[config.mk]
export PLATFORM = sky130hd
export DESIGN_NAME = pc_trap_unit
export DESIGN_NICKNAME = d
export VERILOG_FILES = /design/src/rtl/pc_trap_unit_pkg.sv /design/src/rtl/pc_trap_unit_next_pc_mux.sv /design/src/rtl/pc_trap_unit.sv
export SDC_FILE = /design/constraint.sdc
export NUM_CORES = 1
export LEC_CHECK = 0
export CORE_MARGIN = 8
export CORE_UTILIZATION = 40
export CTS_BUF_LIST = sky130_fd_sc_hd__clkbuf_8
export DETAILED_ROUTE_END_ITERATION = 10
export DONT_BUFFER_PORTS = 1
export GPL_ROUTABILITY_DRIVEN = 0
export SKIP_LAST_GASP = 1
export SYNTH_ARGS = -nofsm -noshare
export SYNTH_HDL_FRONTEND = slang
export SYNTH_SLANG_ARGS = --single-unit
export TNS_END_PERCENT = 20
[constraint.sdc]
create_clock -name CLK -period 2.25 [get_ports CLK]
set_input_delay 0.45 -clock CLK [delete_from_list [all_inputs] [get_ports CLK]]
set_output_delay 0.45 -clock CLK [all_outputs]
set_load 0.01 [all_outputs]
[src/rtl/pc_trap_unit_pkg.sv]
// -----------------------------------------------------------------------------
// pc_trap_unit_pkg
// Shared definitions for the PC / trap datapath:
//   - PCSrc select codes (shared with control_unit)
//   - Cause register codes
//   - trap sequencing state type
// -----------------------------------------------------------------------------
package pc_trap_unit_pkg;

   // PCSrc codes; 4..7 hold the current PC
   localparam logic [2:0] PCSRC_ALURESULT = 3'd0;
   localparam logic [2:0] PCSRC_ALUOUT    = 3'd1;
   localparam logic [2:0] PCSRC_REGA      = 3'd2;
   localparam logic [2:0] PCSRC_JUMP      = 3'd3;

   // Cause codes
   localparam logic [1:0] CAUSE_EXC0 = 2'd0;
   localparam logic [1:0] CAUSE_EXC1 = 2'd1;
   localparam logic [1:0] CAUSE_SYS  = 2'd2;
   localparam logic [1:0] CAUSE_IRQ  = 2'd3;

   typedef enum logic [1:0] {
      ST_RUN     = 2'b00,
      ST_HANDLER = 2'b01,
      ST_RETURN  = 2'b10
   } state_t;

endpackage

[src/rtl/pc_trap_unit_next_pc_mux.sv]
// -----------------------------------------------------------------------------
// next_pc_mux
// Combinational next-PC selection: branch-take decision, jump-target
// formation and the PCSrc multiplexer. No adder; PC+2 arrives via ALUResult.
// Ports:
//   i_pc          current program counter
//   i_alu_result  live ALU output (PC+2 in Fetch)
//   i_alu_out     registered ALU output (branch target)
//   i_rega        register operand (jr)
//   i_jump_imm    IR[11:0]
//   i_pcsrc       target select
//   i_pcwrite     unconditional PC write
//   i_is_branch   conditional branch cycle
//   i_is_bieq     1 = BEQ, 0 = BNE
//   i_zero        ALU zero flag
//   o_pc_next     PC value for the next cycle (i_pc when no write)
// -----------------------------------------------------------------------------
module next_pc_mux
   import pc_trap_unit_pkg::*;
#(
   parameter int unsigned WIDTH = 16
) (
   input  logic [WIDTH-1:0] i_pc,
   input  logic [WIDTH-1:0] i_alu_result,
   input  logic [WIDTH-1:0] i_alu_out,
   input  logic [WIDTH-1:0] i_rega,
   input  logic [11:0]      i_jump_imm,
   input  logic [2:0]       i_pcsrc,
   input  logic             i_pcwrite,
   input  logic             i_is_branch,
   input  logic             i_is_bieq,
   input  logic             i_zero,
   output logic [WIDTH-1:0] o_pc_next
);

   logic             w_take;
   logic             w_pc_wr;
   logic [WIDTH-1:0] w_jump;
   logic [WIDTH-1:0] w_target;

   // Taken when Zero matches the branch sense (BEQ wants 1, BNE wants 0)
   assign w_take  = i_is_branch & ~(i_zero ^ i_is_bieq);
   assign w_pc_wr = i_pcwrite | w_take;

   // Jump keeps the top PC bits as the region, word-aligned immediate below
   assign w_jump  = {i_pc[WIDTH-1:13], i_jump_imm, 1'b0};

   always_comb begin
      w_target = i_pc;
      case (i_pcsrc)
         PCSRC_ALURESULT: w_target = i_alu_result;
         PCSRC_ALUOUT:    w_target = i_alu_out;
         PCSRC_REGA:      w_target = i_rega;
         PCSRC_JUMP:      w_target = w_jump;
         default:         w_target = i_pc;
      endcase
   end

   assign o_pc_next = w_pc_wr ? w_target : i_pc;

endmodule

[src/rtl/pc_trap_unit.sv]
// -----------------------------------------------------------------------------
// pc_trap_unit
// Owns PC, EPC and Cause. Sequences traps (syscall / exception / external
// IRQ) at instruction boundaries into the handler at TRAP_VEC, and the return
// from handler back to EPC.
// Ports:
//   CLK, Reset_n        clock, asynchronous active-low reset
//   PCWrite, isBranch,
//   isBIEQ, Zero, PCSrc next-PC controls from control_unit / ALU
//   ALUResult, ALUOut,
//   RegA, JumpImm       next-PC candidate sources
//   syscall, EPCWrite,
//   IntCause            trap request pulses and exception cause bit
//   EretReq             return-from-handler pulse
//   AtBoundary          last cycle of an instruction
//   IrqIn               external interrupt request (level)
//   IrqAck              one-cycle acknowledge when the IRQ is taken
//   PC, EPC, Cause      architectural registers
//   InHandler           handler active (IRQs masked)
//   Fault               sticky: trap in handler or EretReq outside handler
// -----------------------------------------------------------------------------
module pc_trap_unit
   import pc_trap_unit_pkg::*;
#(
   parameter int unsigned      WIDTH     = 16,
   parameter logic [WIDTH-1:0] RESET_VEC = 16'h0000,
   parameter logic [WIDTH-1:0] TRAP_VEC  = 16'h0010,
   parameter int unsigned      CAUSE_W   = 2
) (
   input  logic               CLK,
   input  logic               Reset_n,
   input  logic               PCWrite,
   input  logic               isBranch,
   input  logic               isBIEQ,
   input  logic               Zero,
   input  logic [2:0]         PCSrc,
   input  logic [WIDTH-1:0]   ALUResult,
   input  logic [WIDTH-1:0]   ALUOut,
   input  logic [WIDTH-1:0]   RegA,
   input  logic [11:0]        JumpImm,
   input  logic               syscall,
   input  logic               EPCWrite,
   input  logic               IntCause,
   input  logic               EretReq,
   input  logic               AtBoundary,
   input  logic               IrqIn,
   output logic               IrqAck,
   output logic [WIDTH-1:0]   PC,
   output logic [WIDTH-1:0]   EPC,
   output logic [CAUSE_W-1:0] Cause,
   output logic               InHandler,
   output logic               Fault
);

   state_t               r_state;
   logic [WIDTH-1:0]     r_pc;
   logic [WIDTH-1:0]     r_epc;
   logic [CAUSE_W-1:0]   r_cause;
   logic                 r_irq_ack;
   logic                 r_in_handler;
   logic                 r_fault;
   logic                 r_trap_pend;
   logic [1:0]           r_tcause;
   logic                 r_irq_pend;

   logic [WIDTH-1:0]     w_pc_next;
   logic                 w_trap_now;
   logic [1:0]           w_tcause_now;
   logic                 w_trap_any;
   logic [1:0]           w_tcause_any;
   logic                 w_enter;

   next_pc_mux #(
      .WIDTH (WIDTH)
   ) u_next_pc_mux (
      .i_pc         (r_pc),
      .i_alu_result (ALUResult),
      .i_alu_out    (ALUOut),
      .i_rega       (RegA),
      .i_jump_imm   (JumpImm),
      .i_pcsrc      (PCSrc),
      .i_pcwrite    (PCWrite),
      .i_is_branch  (isBranch),
      .i_is_bieq    (isBIEQ),
      .i_zero       (Zero),
      .o_pc_next    (w_pc_next)
   );

   assign w_trap_now   = syscall | EPCWrite;
   assign w_tcause_now = syscall ? CAUSE_SYS : (IntCause ? CAUSE_EXC1 : CAUSE_EXC0);

   // A trap pulse arriving on the boundary cycle itself is folded in here so
   // it is taken at that boundary rather than one instruction later.
   assign w_trap_any   = r_trap_pend | w_trap_now;
   assign w_tcause_any = w_trap_now ? w_tcause_now : r_tcause;
   assign w_enter      = (r_state == ST_RUN) & AtBoundary & (w_trap_any | r_irq_pend);

   always_ff @(posedge CLK or negedge Reset_n) begin
      if (!Reset_n) begin
         r_state      <= ST_RUN;
         r_pc         <= RESET_VEC;
         r_epc        <= '0;
         r_cause      <= '0;
         r_irq_ack    <= 1'b0;
         r_in_handler <= 1'b0;
         r_fault      <= 1'b0;
         r_trap_pend  <= 1'b0;
         r_tcause     <= '0;
         r_irq_pend   <= 1'b0;
      end else begin
         r_irq_ack <= 1'b0;
         case (r_state)
            ST_RUN: begin
               if (EretReq)
                  r_fault <= 1'b1;
               if (w_enter) begin
                  r_epc        <= w_pc_next;
                  r_pc         <= TRAP_VEC;
                  r_state      <= ST_HANDLER;
                  r_in_handler <= 1'b1;
                  if (w_trap_any) begin
                     // Trap wins; any IRQ stays pending for after the return
                     r_cause     <= CAUSE_W'(w_tcause_any);
                     r_trap_pend <= 1'b0;
                     r_irq_pend  <= r_irq_pend | IrqIn;
                  end else begin
                     r_cause    <= CAUSE_W'(CAUSE_IRQ);
                     r_irq_ack  <= 1'b1;
                     r_irq_pend <= 1'b0;
                  end
               end else begin
                  r_pc <= w_pc_next;
                  if (w_trap_now) begin
                     r_trap_pend <= 1'b1;
                     r_tcause    <= w_tcause_now;
                  end
                  if (IrqIn)
                     r_irq_pend <= 1'b1;
               end
            end
            ST_HANDLER: begin
               r_pc <= w_pc_next;
               if (w_trap_now)
                  r_fault <= 1'b1;
               if (EretReq)
                  r_state <= ST_RETURN;
            end
            ST_RETURN: begin
               if (w_trap_now)
                  r_fault <= 1'b1;
               if (AtBoundary) begin
                  r_pc         <= r_epc;
                  r_state      <= ST_RUN;
                  r_in_handler <= 1'b0;
               end else begin
                  r_pc <= w_pc_next;
               end
            end
            default: begin
               r_state      <= ST_RUN;
               r_in_handler <= 1'b0;
            end
         endcase
      end
   end

   assign PC        = r_pc;
   assign EPC       = r_epc;
   assign Cause     = r_cause;
   assign IrqAck    = r_irq_ack;
   assign InHandler = r_in_handler;
   assign Fault     = r_fault;

endmodule

==> flow_summary_export.csv, run 1 <==
group,metric,value,unit
logic_synthesis,syn_area,2610,um2
logic_synthesis,synthCells,246,
critical_path,crit_required,2400,ps
logic_synthesis,synth_edf_count,0,
global_routing,grt_pass1_vias,2107,
pwr,switching_share,43.7,%
global_routing,grt_usage,14.8,%
cts,cts-buffers-inserted,5,
pwr,p_switching,1.46,mW
routing,antenna_left,0,
cts,cts_setup_buffers,0,
critical_path,r2r_slack,320,ps
global_routing,grt_pass1_wl,11500,um
cells_and_area,final_cells,328,
sta,fin_setup_tns,0,ps
critical_path,r2r-end,"PC[14]",
pwr,pwr-share-seq,47.0,%
global_routing,grt_start_max_net_pins,44,
critical_path,r2r-start,"r_state[1]",
die,core_area,6310,um2
sta,max_slew.worst_pin.slew,499,ps
place,dp_hpwl,5690,um
die,die_h,96.7,um
logic_synthesis,synthFlopType,"dfrtp_1",
sta,skew,5.67,ps
logic_synthesis,yosysWarnings,0,
critical_path,crit_fanout,5,
routing,avgRoutedWirePerCell,22.0,um
global_routing,antenna_found_initial,0,
critical_path,critPathSlowestCell,"o32ai_1",
critical_path,critPathCaptureType,"flop",
pwr,cellLeakagePower,1.16,nW
place,dp_cells,317,
sta,relSlewSlack,66.6,%
cells_and_area,layout_common_cells,"43 x dfrtp_1, 42 x nand2_1, 18 x o21ai_0",
critical_path,worst-path-buf-inv,0,
routing,vias,1994,
logic_synthesis,synth.top_cell.area_share,41.3,%
hold_path,min_path_type,"in -> reg",
critical_path,critPathKind,"reg -> reg",
logic_synthesis,synth_area_leader_cell,"dfrtp_1",
routing,vias_per_cell,6.08,
outcome,status,"finished, final reports clean",
cells_and_area,mostFrequentLayoutCell,"dfrtp_1",
routing,post-route-drc-count,0,
sta,fin_crit,1930,ps
critical_path,crit_chain,"ha_1 -> and2b_2 -> o21a_1 -> o32ai_1 -> o221ai_1",
pwr,ir_drop,408,uV
cells_and_area,area_growth,8.64,%
critical_path,max_stage_delay,480,ps
die,die_w,96.7,um
pwr,p_comb_share,38.9,%
cells_and_area,final_layout_size_suffix_gt1_share,20.0,%
critical_path,cp-start-kind,"flop",
global_routing,grt_overflow,0,
pwr,power_density,1180,nW/um2
place,place.port_buffers,0,
sta,finalSetupViolations,0,
critical_path,reg2reg_depth,5,
cts,clkTransAtPathRegs,80,ps
pwr,pwr-share-clk,14.0,%
pwr,internal-power,1.88,mW
logic_synthesis,async_flop_share,100,%
die,io_pins,112,
cts,clock_latency,290,ps
critical_path,arrival,2080,ps
sta,rsz0062_at_grt,"no",
critical_path,path_delay_family,"compound AO/OA/AOI/OAI gates",
sta,drv_slew,0,
routing,drt_wl_total,7210,um
sta,timing.fmax,518,MHz
routing,first_iter_violations,71,
die,die_area,9360,um2
logic_synthesis,synth_fp_nets,326,
sta,final.period_utilization,85.8,%
hold_path,min_from,"IrqIn",
run,maxCapViolCount,0,
hold_path,hold_path_end,"r_irq_pend",
routing,first_pass_iters,4,
hold_path,hold_depth,2,
logic_synthesis,synth_cell_types,44,
cts,cts.sinks,43,
die,num_rows,29,
cts,cts_tree,"built",
logic_synthesis,synth_top_cells_by_area,"dfrtp_1 41%, mux4_2 10%, mux2i_1 6.5%, nand2_1 6.0%, o221ai_2 5.8%",
cells_and_area,final_nets,329,
cts,ctsLongestPathBuffers,2,
cells_and_area,nFillCells,615,
sta,finalHoldViolCount,0,
logic_synthesis,post_synth.cell_area_avg,10.6,um2
logic_synthesis,yosysSeqAreaShare,41.3,%
logic_synthesis,ys_ff_latch,43,
cts,htree_num_levels,2,
die,initial_core_util,41.3,%
cts,cts_root_buffer,"clkbuf_8",
## logic make-up after synthesis
| logic type | count (synthesis) | synth area share [%] |
|---|---|---|
| AND/OR/NAND/NOR | 70 | 11.9 |
| AO/OA/AOI/OAI | 68 | 21.6 |
| flip-flops | 43 | 41.3 |
| multiplexers | 30 | 17.3 |
| buffers and inverters | 29 | 5.18 |
| adder cells (fa/ha/maj) | 5 | 2.40 |
| XOR/XNOR | 1 | 0.336 |
## sequential cells by signal (all words and copies together) (netlist names)
signal and count:
PC 16, r_tcause 2, r_state 2, r_irq_pend 1, Cause 2, Fault 1
InHandler 1, EPC 16, IrqAck 1, r_trap_pend 1
## synth_stat cells, drive strengths merged, types with 5 or more instances
master	count
dfrtp	43
nand2	43
o21ai	19
mux2i	17
o221ai	15
buf	12
mux4	12
inv	11
nor2	9
a21oi	7
clkbuf	6
ha	5
## timing repair
action,4_1_cts,5_1_grt
hold endpoints to repair,43,6
gates resized for setup,0,1
hold buffers,1,1
setup endpoints to repair,0,8
## final cells by class
cell class | count | area [um2] | area share [%]
Sequential cell | 43 | 1080 | 38.0
Tap cell | 77 | 96.3 | 3.40
Clock inverter | 3 | 12.5 | 0.442
Multi-Input combinational cell | 174 | 1410 | 49.7
Inverter | 11 | 41.3 | 1.46
Clock buffer | 5 | 68.8 | 2.43
Timing Repair Buffer | 14 | 128 | 4.51
Antenna cell | 1 | 2.50 | 0.0883
## power groups by stage
stage | Sequential [mW] | Combinational (mW) | Clock, mW
after global routing | 1.63 | 1.45 | 0.513
after detailed placement | 1.61 | 1.26 | 0
after floorplan | 1.46 | 1.03 | 0
final | 1.57 | 1.30 | 0.468
after global placement | 1.60 | 1.23 | 0
after CTS | 1.59 | 1.29 | 0.482
## worst register-to-register path, cell delays in order, from the launching register on
cell      delay (ps)
dfrtp_1          430
ha_1             220
and2b_2          230
o21a_1           250
o32ai_1          480
o221ai_1         190
## layer usage
metal	vias to the layer above	wire length (um)	GRT usage [%]
met4	0	109	4.14
li1	921	-	-
met1	1000	3070	18.0
met3	8	469	4.91
met5	-	0	0
met2	65	3560	24.4
## how the worst max path moves through the flow
stage / slack, ps / from / cells past startpoint / endpoint
after detailed placement: 50 / r_state[1] / 5 / PC[6]
after global placement: 120 / r_state[1] / 5 / PC[5]
after floorplan: 400 / PCSrc[0] / 5 / PC[10]
after global routing: 190 / r_state[1] / 5 / PC[6]
after CTS: 30 / r_state[1] / 5 / PC[6]
final: 320 / r_state[1] / 5 / PC[14]
## through the flow
step / hold WS [ps] / total power, mW / util (%) / setup slack, ps / area (um2)
after floorplan: 154 / 2.49 / - / 403 / 2610
after global placement: 156 / 2.83 / 42.8 / 120 / 2700
after detailed placement: 156 / 2.87 / 42.8 / 46.4 / 2700
after CTS: 0.314 / 3.36 / 44.6 / 32.5 / 2810
after global routing: 303 / 3.59 / 44.8 / 185 / 2830
final: 314 / 3.34 / 44.9 / 319 / 2830
(Power assumes the default switching activity.)
==> inputs of run 2 (changes only) <==
--- a/config.mk
+++ b/config.mk
@@ -11,6 +11,7 @@
 export DETAILED_ROUTE_END_ITERATION = 10
 export DONT_BUFFER_PORTS = 1
 export GPL_ROUTABILITY_DRIVEN = 0
+export PLACE_DENSITY = 0.6
 export SKIP_LAST_GASP = 1
 export SYNTH_ARGS = -nofsm -noshare
 export SYNTH_HDL_FRONTEND = slang
==> results of run 2 <==
The final DEF is identical to that of run 1; final timing and power are the same.
==> inputs of run 3 (changes only) <==
--- a/config.mk
+++ b/config.mk
@@ -5,13 +5,15 @@
 export SDC_FILE = /design/constraint.sdc
 export NUM_CORES = 1
 export LEC_CHECK = 0
+export CELL_PAD_IN_SITES_DETAIL_PLACEMENT = 2
+export CELL_PAD_IN_SITES_GLOBAL_PLACEMENT = 2
 export CORE_MARGIN = 8
-export CORE_UTILIZATION = 40
+export CORE_UTILIZATION = 38
 export CTS_BUF_LIST = sky130_fd_sc_hd__clkbuf_8
 export DETAILED_ROUTE_END_ITERATION = 10
 export DONT_BUFFER_PORTS = 1
-export GPL_ROUTABILITY_DRIVEN = 0
-export PLACE_DENSITY = 0.6
+export GPL_ROUTABILITY_DRIVEN = 1
+export PLACE_DENSITY = 0.86
 export SKIP_LAST_GASP = 1
 export SYNTH_ARGS = -nofsm -noshare
 export SYNTH_HDL_FRONTEND = slang
==> run 3 against run 2 <==
  * Utilization shrank 2.1 points
  * Power grew 9.6%
  * Non-clock buffer count shrank 3
  * Flip-flop and latch count is the same
  * Cell count grew 0.30%
  * Sequential power grew 3%
  * Count of clock-buffer cells in the layout grew 1
  * Clock skew grew 6.6 ps
  * Die area grew 4.4%
==> flow_summary_export.csv, run 3 (synthesized netlist as in run 1, its figures left out) <==
group,metric,value,unit
critical_path,crit_required,2420,ps
sta,finalSetupViolations,0,
die,die_area,9770,um2
global_routing,grt_usage,19.3,%
pwr,power_density,1270,nW/um2
hold_path,hold_path_end,"Cause[1]",
die,core_area,6720,um2
global_routing,grt_overflow,0,
cells_and_area,mostFrequentLayoutCell,"dfrtp_1",
die,die_h,98.8,um
critical_path,crit_fanout,12,
cts,cts-buffers-inserted,5,
cells_and_area,area_growth,10.2,%
place,dp_slack,-193,ps
routing,first_iter_violations,64,
cells_and_area,final_cells,329,
die,initial_core_util,38.8,%
critical_path,arrival,2370,ps
place,dp_hpwl,6840,um
routing,vias_per_cell,6.36,
routing,post-route-drc-count,0,
cells_and_area,final_nets,326,
routing,avgRoutedWirePerCell,28.1,um
place,place.port_buffers,0,
cts,cts_setup_buffers,0,
place,gp_congestion,0.800,
outcome,status,"finished, final reports clean",
critical_path,crit_chain,"inv_1 -> ha_1 -> and2b_2 -> o21a_1 -> o21bai_4 -> o221ai_1",
die,io_pins,112,
critical_path,cp-start-kind,"flop",
global_routing,grt_util_met3,6.20,%
global_routing,grt_start_max_net_pins,44,
global_routing,grt_pass1_vias,2458,
cts,htree_num_levels,2,
hold_path,min_path_type,"in -> reg",
cts,cts_root_buffer,"clkbuf_8",
global_routing,use_met2,33.8,%
run,maxCapViolCount,0,
critical_path,critPathKind,"reg -> reg",
global_routing,busiest_layer,"met2",
cells_and_area,layout_common_cells,"43 x dfrtp_1, 42 x nand2_1, 18 x o21ai_0",
sta,timing.fmax,455,MHz
sta,fin_crit,2200,ps
cells_and_area,fin_area,2870,um2
cells_and_area,finish.utilization,42.8,%
routing,drt_wl_total,9250,um
sta,setup_ws,50.3,ps
routing,vias,2094,
critical_path,r2r-end,"PC[5]",
die,num_rows,30,
place,dp_cells,317,
routing,first_pass_iters,4,
critical_path,max_stage_delay,490,ps
sta,skew,12.3,ps
cts,cts_tree,"built",
sta,rsz0062_at_grt,"yes",
critical_path,critPathSlowestCell,"o21bai_4",
global_routing,antenna_found_initial,2,
hold_path,min_from,"syscall",
die,die_w,98.8,um
place,placed_area,2700,um2
critical_path,reg2reg_depth,6,
critical_path,critPathCaptureType,"flop",
sta,finalHoldViolCount,0,
cts,ctsLongestPathBuffers,2,
cts,clkTransAtPathRegs,90,ps
sta,drv_slew,0,
sta,final.period_utilization,97.8,%
cts,cts.sinks,43,
critical_path,r2r-start,"r_state[0]",
pwr,ir_drop,352,uV
hold_path,hold_depth,1,
sta,max_slew.worst_pin.slew,519,ps
critical_path,r2r_slack,50,ps
cts,clock_latency,310,ps
global_routing,grt_pass1_wl,14800,um
cells_and_area,final_layout_size_suffix_gt1_share,20.2,%
global_routing,grt_util_met1,20.9,%
routing,antenna_left,0,
pwr,cellLeakagePower,1.16,nW
sta,relSlewSlack,65.3,%
==> run 3: cell count changes in the layout (fill, tap and decap cells not counted), sizes merged <==
cell	delta
buf	-3
clkbuf	+1
bufinv	+1
diode	+1
inv	-2
==> run 3: worst max path at each step <==
| stage | slack (ps) | cells past startpoint | start | endpoint |
|---|---|---|---|---|
| 5_1_grt | -70 | 6 | r_state[0] | PC[5] |
| 6_report | 50 | 6 | r_state[0] | PC[5] |
| 3_5_place_dp | -190 | 6 | r_state[0] | PC[5] |
| 3_3_place_gp | 40 | 6 | r_state[0] | PC[5] |
| 4_1_cts | 60 | 6 | r_state[0] | PC[5] |
| 2_1_floorplan | 400 | 5 | PCSrc[0] | PC[10] |
==> run 3: metrics by stage <==
stage / hold slack, ps / total power, mW / setup TNS, ps
5_1_grt: 301 / 3.90 / -227
3_3_place_gp: 156 / 2.82 / 0
4_1_cts: 291 / 3.66 / 0
2_1_floorplan: 154 / 2.49 / 0
6_report: 300 / 3.66 / 0
3_5_place_dp: 156 / 2.95 / -1350
==> run 3: layer usage <==
metal	wire length [um]	share of wire [%]
met1	3600	39
met3	607	6.6
met4	223	2.4
met5	0	0
met2	4820	52
==> run 3: timing repair <==
action                                  4_1_cts  5_1_grt
hold endpoints to repair                     43        0
resized for setup                             1        1
hold buffers                                  2        0
endpoints found under the setup margin       12        8
==> run 3: cell type report <==
type / instances / area, um2
fill: 684 / 3850
multi-input combinational: 174 / 1420
sequential: 43 / 1080
timing repair buffer: 11 / 118
tap: 80 / 100
clock buffer: 6 / 82.6
inverter: 11 / 41.3
clock inverter: 2 / 35.0
antenna: 2 / 5.00
==> run 3: worst max-delay path, delay by kind of cell, from the launching register on <==
kind / cells / cell delay (ps)
AOI/OAI and AO/OA: 3 / 980
adders and majority gates: 1 / 260
and+or+nand+nor: 1 / 250
DFF: 1 / 460
buffers and inverters: 1 / 110
==> run 3: report_power, final <==
group	total, mW	switching (mW)	internal, mW
clock	0.654	0.295	0.360
combinational	1.40	0.834	0.565
sequential	1.61	0.505	1.10
